--- src/rtl/hb_filter_pkg.sv ---
// Shared halfband filter definitions: coefficients, data/accumulator formats, FSM and MAC types.
package hb_filter_pkg;

    localparam int unsigned DATA_W       = 18;  // 1s17 samples, 2s16 pre-adder sums, 0s18 taps
    localparam int unsigned ACC_W        = 36;  // 2s34 products and accumulator
    localparam int unsigned TAPS         = 7;
    localparam int unsigned CENTRE_SHIFT = 16;  // 1s17 -> 2s34 with the 0.5 centre tap folded in
    localparam int unsigned TRIM_LSB     = 17;  // 2s34 -> 1s17
    localparam int unsigned TRIM_MSB     = TRIM_LSB + DATA_W - 1;

    localparam logic signed [DATA_W-1:0] H1 = -18'sd9220;
    localparam logic signed [DATA_W-1:0] H3 = 18'sd74920;

    typedef enum logic [1:0] {
        ST_IDLE,
        ST_MAC0,
        ST_MAC1,
        ST_OUT
    } hb_state_e;

    typedef enum logic [1:0] {
        MAC_HOLD,
        MAC_LOAD,
        MAC_ADD
    } mac_op_e;

    typedef struct packed {
        logic signed [DATA_W-1:0] pa1;
        logic signed [DATA_W-1:0] pa3;
        logic signed [ACC_W-1:0]  centre;
    } mac_operands_t;

endpackage

--- src/rtl/hb_mac.sv ---
// Time-shared MAC: operand mux by operation, one 18x18 multiplier, 36-bit accumulator.
module hb_mac
    import hb_filter_pkg::*;
(
    input  logic                    clk,
    input  logic                    reset,
    input  mac_op_e                 op,
    input  mac_operands_t           opnd,
    output logic signed [ACC_W-1:0] acc
);

    logic signed [DATA_W-1:0] coef_c;
    logic signed [DATA_W-1:0] data_c;
    logic signed [ACC_W-1:0]  prod_c;

    // Load pairs the outer tap with pa1, add pairs the inner tap with pa3
    always_comb begin
        coef_c = H1;
        data_c = $signed(opnd.pa1);
        if (op == MAC_ADD) begin
            coef_c = H3;
            data_c = $signed(opnd.pa3);
        end
        prod_c = ACC_W'(coef_c) * ACC_W'(data_c);
    end

    always_ff @(posedge clk or negedge reset) begin
        if (!reset) begin
            acc <= '0;
        end else begin
            case (op)
                MAC_LOAD: acc <= $signed(opnd.centre) + prod_c;
                MAC_ADD:  acc <= acc + prod_c;
                default:  acc <= acc;
            endcase
        end
    end

endmodule

--- src/rtl/halfband_filter_decim.sv ---
// 7-tap halfband decimate-by-2 filter: delay line, pre-adders, MAC sequencer, output trim.
// Define HB_DECIM_SAT_EN to saturate y on accumulator overflow instead of wrapping.
module halfband_filter_decim
    import hb_filter_pkg::*;
(
    input  logic                     clk,
    input  logic                     reset,
    input  logic                     sam_clk_en,
    input  logic                     sym_clk_en,
    input  logic signed [DATA_W-1:0] x_in,
    output logic signed [DATA_W-1:0] y,
    output logic                     y_valid
);

    logic [TAPS-1:0][DATA_W-1:0] x_q;
    logic                        strobe_c;
    mac_operands_t               opnd_c;
    mac_op_e                     mac_op_c;
    logic                        out_fire_c;
    hb_state_e                   state_q;
    hb_state_e                   state_d;
    logic signed [ACC_W-1:0]     acc;
    logic signed [DATA_W-1:0]    y_trim_c;
    logic                        unused_acc_c;

    assign strobe_c = sam_clk_en & sym_clk_en;

    always_ff @(posedge clk or negedge reset) begin
        if (!reset) begin
            x_q <= '0;
        end else if (sam_clk_en) begin
            x_q <= {x_q[TAPS-2:0], x_in};
        end
    end

    // Symmetric taps share one multiply; halving first keeps the sums in 18 bits
    always_comb begin
        opnd_c.pa1    = ($signed(x_q[0]) >>> 1) + ($signed(x_q[6]) >>> 1);
        opnd_c.pa3    = ($signed(x_q[2]) >>> 1) + ($signed(x_q[4]) >>> 1);
        opnd_c.centre = ACC_W'($signed(x_q[3])) <<< CENTRE_SHIFT;
    end

    always_ff @(posedge clk or negedge reset) begin
        if (!reset) begin
            state_q <= ST_IDLE;
        end else begin
            state_q <= state_d;
        end
    end

    // A strobe always restarts the sequence, dropping any result still in flight
    always_comb begin
        state_d    = state_q;
        mac_op_c   = MAC_HOLD;
        out_fire_c = 1'b0;
        case (state_q)
            ST_IDLE: state_d = ST_IDLE;
            ST_MAC0: begin
                mac_op_c = MAC_LOAD;
                state_d  = ST_MAC1;
            end
            ST_MAC1: begin
                mac_op_c = MAC_ADD;
                state_d  = ST_OUT;
            end
            ST_OUT: begin
                out_fire_c = 1'b1;
                state_d    = ST_IDLE;
            end
            default: state_d = ST_IDLE;
        endcase
        if (strobe_c) begin
            state_d    = ST_MAC0;
            out_fire_c = 1'b0;
        end
    end

    hb_mac u_mac (
        .clk   (clk),
        .reset (reset),
        .op    (mac_op_c),
        .opnd  (opnd_c),
        .acc   (acc)
    );

    always_comb begin
        y_trim_c = acc[TRIM_MSB:TRIM_LSB];
`ifdef HB_DECIM_SAT_EN
        if (acc[ACC_W-1] != acc[ACC_W-2]) begin
            y_trim_c = acc[ACC_W-1] ? {1'b1, {(DATA_W-1){1'b0}}} : {1'b0, {(DATA_W-1){1'b1}}};
        end
`endif
    end

    // Fraction bits below the output LSB are truncated by design
    assign unused_acc_c = ^{acc[ACC_W-1], acc[TRIM_LSB-1:0]};

    always_ff @(posedge clk or negedge reset) begin
        if (!reset) begin
            y       <= '0;
            y_valid <= 1'b0;
        end else begin
            y_valid <= out_fire_c;
            if (out_fire_c) begin
                y <= y_trim_c;
            end
        end
    end

endmodule

--- config.mk ---
export PLATFORM = sky130hd
export DESIGN_NAME = halfband_filter_decim
export DESIGN_NICKNAME = d
export VERILOG_FILES = /design/src/rtl/hb_filter_pkg.sv /design/src/rtl/hb_mac.sv /design/src/rtl/halfband_filter_decim.sv
export SDC_FILE = /design/constraint.sdc
export NUM_CORES = 1
export LEC_CHECK = 0
export CELL_PAD_IN_SITES_DETAIL_PLACEMENT = 1
export CELL_PAD_IN_SITES_GLOBAL_PLACEMENT = 2
export CORE_ASPECT_RATIO = 0.75
export CORE_MARGIN = 2
export CORE_UTILIZATION = 47
export CTS_CLUSTER_SIZE = 20
export DETAILED_ROUTE_END_ITERATION = 7
export PLACE_DENSITY_LB_ADDON = 0.15
export SLEW_MARGIN = 0
export SYNTH_ARGS = -nofsm -noshare
export SYNTH_HDL_FRONTEND = slang
export SYNTH_SLANG_ARGS = --single-unit
--- constraint.sdc ---
create_clock -name clk -period 15.93 [get_ports clk]
set_input_delay 3.186 -clock clk [delete_from_list [all_inputs] [get_ports clk]]
set_output_delay 3.186 -clock clk [all_outputs]
set_load 0.02 [all_outputs]
==> impl_results.md, run 1 <==
- Outcome: complete, no violations
- Commonest non-fill, non-tap cell in the layout: inv_1
- PostCTS Resize Cnt: 0
- Syn nets: between 2000 and 2500
- Initial antenna violation count: 1
- Post-synth ARST share: 100%
- Synthesis Warnings: 0
- Setup violators final: 0
- Total track usage: about a quarter
- Die footprint: between 40000 and 50000 sq um
- Gpl congestion: between 0.9 and 1
- Clock tree buffer depth: 2
- Fillers: ~4300
- Slew headroom: a little under a quarter
- Critical path startpoint category: flip-flop
- Largest net degree at the start of global routing: between 100 and 150
- Nets: about 2300
- Tmin final: between 10 and 15 ns
- Placed inst area: 19800 sq um
- Mapped Cells: about 1800
- Ports: 41
- Register area share after synthesis: 23.6%
- Slew Viols, Final: 0
- Post-route ant nets: 0
- Total core area: 39500 sq um
- Fmax: 83.9 MHz
- # rows: between 60 and 70
- Multi-input gate area: between 10000 and 15000 sq um
- Synth unique cells: 67
- Starting density of the core: between 40% and 50%
- Routed WL: around 53 mm
- Post-DP HPWL: between 40 and 50 mm
- CP required: about 16 ns
- Syn Area/Cell: 10.4 sq um
- Hold slack: approximately 0.50 ns
- Reg area: 4430 sq um
- Slew @ Worst Pin: between 1 and 1.5 ns
- Dominant register cell in the synthesized netlist: dfrtp_1
- Cell area after layout: 20400 sq um
- Yosys reg bits: between 150 and 200
- CTS clk-pin slew, worst paths: around 0.07 ns
- GRT overflow: 0
- Unrepaired setup endpoints after global routing: false
- CTS root buf: clkbuf_16
- Die Height: about 180 um
- Tightest Hold Check Type: reg -> reg
- TNS Setup: 0 ns
- Post-synth EDFFs: 0
- DRC Markers: 0
- Crit path max fanout: 4
- Max-Cap Viols: 0
- # H-tree levels: 4
- TritonCTS clock tree: built
- Layout area overhead: 8.40%
- Per-cell routed wire length: 22.4 um
- Placed instance count: between 2000 and 2500
- Die width: 235 um
- Crit path capture type: flip-flop
- Mapped Area: 18800 sq um
- First-pass GRT wire length: between 80 and 90 mm
- Number of global-route vias before repair: 13700
- Worst path most repeated cell: fa_1
- IO Port Bufs: 40
- Via count: between 10000 and 15000
- Clk_lat worst skew: roughly 0.47 ns
- Most frequent cells in the layout: inv_1, fa_1, ha_1, dfrtp_1, mux2_2
- WS Path Type: reg -> reg
- Clock Sinks: approximately 180
- Hold Vio Cnt, Final: 0
- Clk_skew: ~0.018 ns
- Vias/cell: 5.40
- Critical path arrival: roughly 12 ns
- Final period util: 74.8%
- Hold buffer count at CTS: 0
- Drt pass-1 iters: 5
- Share of cells above drive strength 1: 10.9%
- Post-CTS setup buffers: 0
- Setup slack, reg-to-reg: between 4 and 5 ns
- Post-route insts no fill: between 2000 and 2500
- Crit path max-delay cell type: or4b_2
- Number of CTS-inserted buffers: 17
- Crit path largest cell delay: approximately 0.62 ns
- Number of DRC markers in iteration 0: roughly 710
==> final cells by class <==
class	instances	share of cell area, %
diodes	1	0.0123
clock buffers	17	2.09
clock inverters	15	0.915
inverters	340	6.27
multi-input cells	1254	63.5
flip-flops and latches	177	21.7
well taps	520	3.19
repair buffers	48	2.27
==> sequential cells by signal, summed over array words and instances, names as in the netlist, named ones only <==
name       count
y_valid        1
opnd_c        18
x_q          105
y             18
state_q        2
u_mac.acc     32
==> critical path, delay by kind of cell, from the launching register on <==
family | cells | cell delay, ns
adder cells (fa/ha/maj) | 10 | 4.17
AND/OR/NAND/NOR | 7 | 1.49
buffers and inverters | 4 | 0.37
AO/OA/AOI/OAI | 17 | 4.33
flip-flops | 1 | 0.40
XOR/XNOR | 5 | 1.06
==> final timing paths <==
| check | endpoint | start | depth (start not counted) |
|---|---|---|---|
| min reg2reg | x_q[103]$_DFFE_PN0P_ | x_q[103]$_DFFE_PN0P_ | 1 |
| min | x_q[103]$_DFFE_PN0P_ | x_q[103]$_DFFE_PN0P_ | 1 |
| max reg2reg | u_mac.acc[34]$_DFFE_PN0P_ | x_q[37]$_DFFE_PN0P_ | 43 |
| max | u_mac.acc[34]$_DFFE_PN0P_ | x_q[37]$_DFFE_PN0P_ | 43 |
| min in group asynchronous | x_q[75]$_DFFE_PN0P_ | reset | 1 |
| max in group asynchronous | u_mac.acc[25]$_DFFE_PN0P_ | reset | 2 |
==> per-layer routing <==
layer / global-route usage (%) / wire length [um] / up-vias
li1: - / - / 6000
met1: 41.4 / 28500 / 6568
met2: 36.2 / 20800 / 211
met3: 7.27 / 3290 / 26
met4: 4.75 / 541 / 0
met5: 0 / 0 / -
==> cells in the mapped netlist (4+ instances only) <==
cell type	instances	area (sq um)
dfrtp_1	177	4430
nand2b_1	7	43.8
nand3_1	13	65.1
clkbuf_1	37	139
o211ai_1	7	52.6
and2_1	9	56.3
a31oi_1	6	37.5
nor2b_1	8	50.1
nand2_1	107	402
nor2_1	67	251
a311oi_1	4	35.0
and3_1	11	68.8
mux2_2	142	1600
xnor2_1	71	622
o21a_1	18	135
fa_1	237	4740
nor3_1	17	85.1
inv_1	340	1280
o21ai_0	64	320
o41ai_1	5	43.8
o21bai_1	16	120
a211oi_1	18	135
ha_1	189	2360
mux2i_1	11	110
or3_1	7	43.8
a21o_1	35	263
a21oi_1	96	480
xor2_1	31	272
==> metrics by stage <==
| step | setup WS, ns | utilization, % |
|---|---|---|
| after floorplan | 5.68 | - |
| after global placement | 4.53 | 50.0 |
| after detailed placement | 4.15 | 50.0 |
| after CTS | 4.06 | 51.6 |
| after global routing | 3.41 | 51.6 |
| final | 4.01 | 51.6 |
==> cells by family (layout without fill, tap and decap cells) <==
family,Yosys count,after routing,synth area share (%)
mux,153,153,9.10
buf+inv,380,420,7.59
simple gates,261,261,6.27
flops,177,177,23.6
compound gates,312,312,10.9
fa+ha+maj,426,426,37.8
other cells,0,1,0
xor+xnor,102,102,4.75
Power of run 1 is not shown: default switching activity piles up to over one toggle a cycle in this logic, so the estimate is an artifact.
==> run 2: changes to the inputs <==
CORE_UTILIZATION = 39   (was 47)
clock period = 10.4 ns   (was 15.93 ns; I/O delays follow)
==> run 2 against run 1 <==
Die area rose by 20%. Hold slack got worse by 0.0038 ns. Final area rose by 11%. Final cell count rose by 14%. Critical endpoint unchanged. Register-to-register slack got worse by 3.9 ns. Flip-flop and latch count did not move. Global-route usage fell by 3.3 points.
==> impl_results.md, run 2 (synthesis gave the netlist of run 1 again) <==
- Slew headroom: 33.9% (+11 points)
- Number of global-route vias before repair: 15100 (+10%)
- Crit path largest cell delay: 0.61 ns (about the same)
- # H-tree levels: 4 (unchanged)
- Share of cells above drive strength 1: 24.0% (+13 points)
- Die Height: 194 um (+9.6%)
- Clk_skew: 0.0228 ns (+0.00482 ns)
- Top flop regs: x_q: 105 flops, u_mac.acc: 32 flops
- Ports: 41 (unchanged)
- Final period util: 99.1% (+24 points)
- GRT overflow: 0 (unchanged)
- Worst R2R Path Depth: 45 (+4.7%)
- CTS clk-pin slew, worst paths: 0.09 ns (+0.02 ns)
- Max-Cap Viols: 0 (unchanged)
- CTS root buf: clkbuf_16
- Clock tree buffer depth: 2 (unchanged)
- Layout area overhead: 20.0%
- TritonCTS clock tree: built
- Fillers: 5235 (+22%)
- Initial antenna violation count: 0 (-1)
- Crit path max-delay cell type: fa_1
- Gpl congestion: 0.926 (-0.54%)
- Worst R2R End: u_mac.acc[34]$_DFFE_PN0P_
- Hold Path End: u_mac.acc[13]$_DFFE_PN0P_
- Post-DP HPWL: 46.0 mm (+1.9%)
- Crit path max fanout: 3 (-1)
- Placed instance count: 2638 (+13%)
- Routed WL: 55.8 mm (+5.1%)
- Largest register FFs: 105 (unchanged)
- DRC Markers: 0 (unchanged)
- Most frequent cells in the layout: inv_1, fa_1, buf_4, ha_1, dfrtp_1
- Critical path arrival: 10.67 ns (-1.60 ns)
- Nets: 2488 (+8.8%)
- Tmin final: 10.30 ns (-1.62 ns)
- Tightest Hold Check Type: reg -> reg
- Slew Viols, Final: 0 (unchanged)
- Largest net degree at the start of global routing: 109 (-0.91%)
- Starting density of the core: 39.6% (-8.0 points)
- Unrepaired setup endpoints after global routing: true
- Vias/cell: 5.09 (-5.8%)
- Post-route insts no fill: 2693 (+14%)
- HP Start: u_mac.acc[13]$_DFFE_PN0P_
- Critical path startpoint category: flip-flop
- Per-cell routed wire length: 20.7 um (-7.5%)
- # rows: 69 (+9.5%)
- Die width: 257 um (+9.6%)
- Crit path capture type: flip-flop
- Worst path most repeated cell: buf_4
- Fmax: 97.1 MHz (+16%)
- Post-route ant nets: 0 (unchanged)
- Hold Vio Cnt, Final: 0 (unchanged)
- Number of DRC markers in iteration 0: 658 (-7.5%)
- Slew @ Worst Pin: 0.991 ns (-0.161 ns)
- First-pass GRT wire length: 88.4 mm (+7.6%)
- Number of CTS-inserted buffers: 17 (unchanged)
- Setup slack, reg-to-reg: 0.1 ns (-3.91 ns)
- Start of the worst register-to-register path: x_q[2]$_DFFE_PN0P_
- Hold buffer count at CTS: 0 (unchanged)
- Setup violators final: 0 (unchanged)
- Drt pass-1 iters: 5 (unchanged)
- Outcome: complete, no violations
- Total core area: 47500 sq um (+20%)
- Clock Sinks: 177 (unchanged)
- WS Path Type: reg -> reg
- Via count: 13700 (+7.0%)
- Clk_lat worst skew: 0.45 ns (-0.02 ns)
- Commonest non-fill, non-tap cell in the layout: inv_1
- Hold Path Depth: 2 (+1)
- Die footprint: 50000 sq um (+20%)
- Total track usage: 23.1% (-3.3 points)
- CP required: 10.77 ns (-5.51 ns)
- Top reg by flops: x_q
- IO Port Bufs: 40 (unchanged)
-- run 2: cell types whose count changed in the layout (fill, tap and decap cells not counted), moves of 7 or more --
cell     delta
a21oi_1    -20
buf_4     +197
o21ai_0    -15
o21ai_1    +10
a21oi_2    +19
xnor2_2     +9
nor2_1      -7
ha_1        -9
xnor2_1     -9
nor2_2      +7
-- run 2: what timing repair did --
item / 4_1_cts / 5_1_grt
endpoints found under the setup margin: 7 / 9
cloned: 0 / 0
buffers inserted: 10 / 12
pin swaps: 9 / 60
resized for setup: 20 / 99
-- run 2: per-layer routing --
layer	global-route usage, %	wire [um]
met2	34.2	23900
met4	3.00	399
met5	0	0
met1	35.6	28500
met3	4.71	3010
-- run 2: cell type report --
type / instances / area [sq um] / share of cell area (%)
well taps: 639 / 800 / 3.54
inverters: 340 / 1280 / 5.67
flip-flops and latches: 177 / 4430 / 19.6
diodes: 1 / 2.50 / 0.0111
clock buffers: 17 / 425 / 1.89
multi-input cells: 1254 / 13400 / 59.5
clock inverters: 15 / 191 / 0.849
repair buffers: 250 / 2010 / 8.93
-- run 2: worst max path at each step --
stage,cells after the start,from,to,slack [ns]
3_3_place_gp,43,x_q[1]$_DFFE_PN0P_,u_mac.acc[34]$_DFFE_PN0P_,-0.38
3_5_place_dp,43,x_q[1]$_DFFE_PN0P_,u_mac.acc[34]$_DFFE_PN0P_,-0.67
5_1_grt,45,x_q[109]$_DFFE_PN0P_,u_mac.acc[34]$_DFFE_PN0P_,-0.30
6_report,45,x_q[2]$_DFFE_PN0P_,u_mac.acc[34]$_DFFE_PN0P_,0.1
4_1_cts,46,x_q[1]$_DFFE_PN0P_,u_mac.acc[34]$_DFFE_PN0P_,0.01
2_1_floorplan,42,x_q[2]$_DFFE_PN0P_,u_mac.acc[34]$_DFFE_PN0P_,0.15
-- run 2: stage by stage --
step	cell area [sq um]	hold WS, ns	setup WS, ns	util (%)	setup TNS [ns]
CTS	22100	0.505	0.0123	46.5	0
global route	22600	0.525	-0.300	47.5	-0.606
finish	22600	0.500	0.0980	47.5	0
global placement	21300	0.474	-0.378	44.8	-0.450
detailed placement	21300	0.484	-0.671	44.8	-1.68
floorplan	18800	0.459	0.153	-	0
-- run 2: worst max-delay path, delay by kind of cell, from the launching register on --
family | cells | cell delay, ns
xor+xnor | 5 | 0.83
fa+ha+maj | 9 | 4.04
simple gates | 5 | 1.09
buf+inv | 13 | 1.51
compound gates | 13 | 2.29
flops | 1 | 0.43
Power of run 2 is left out for the same reason.
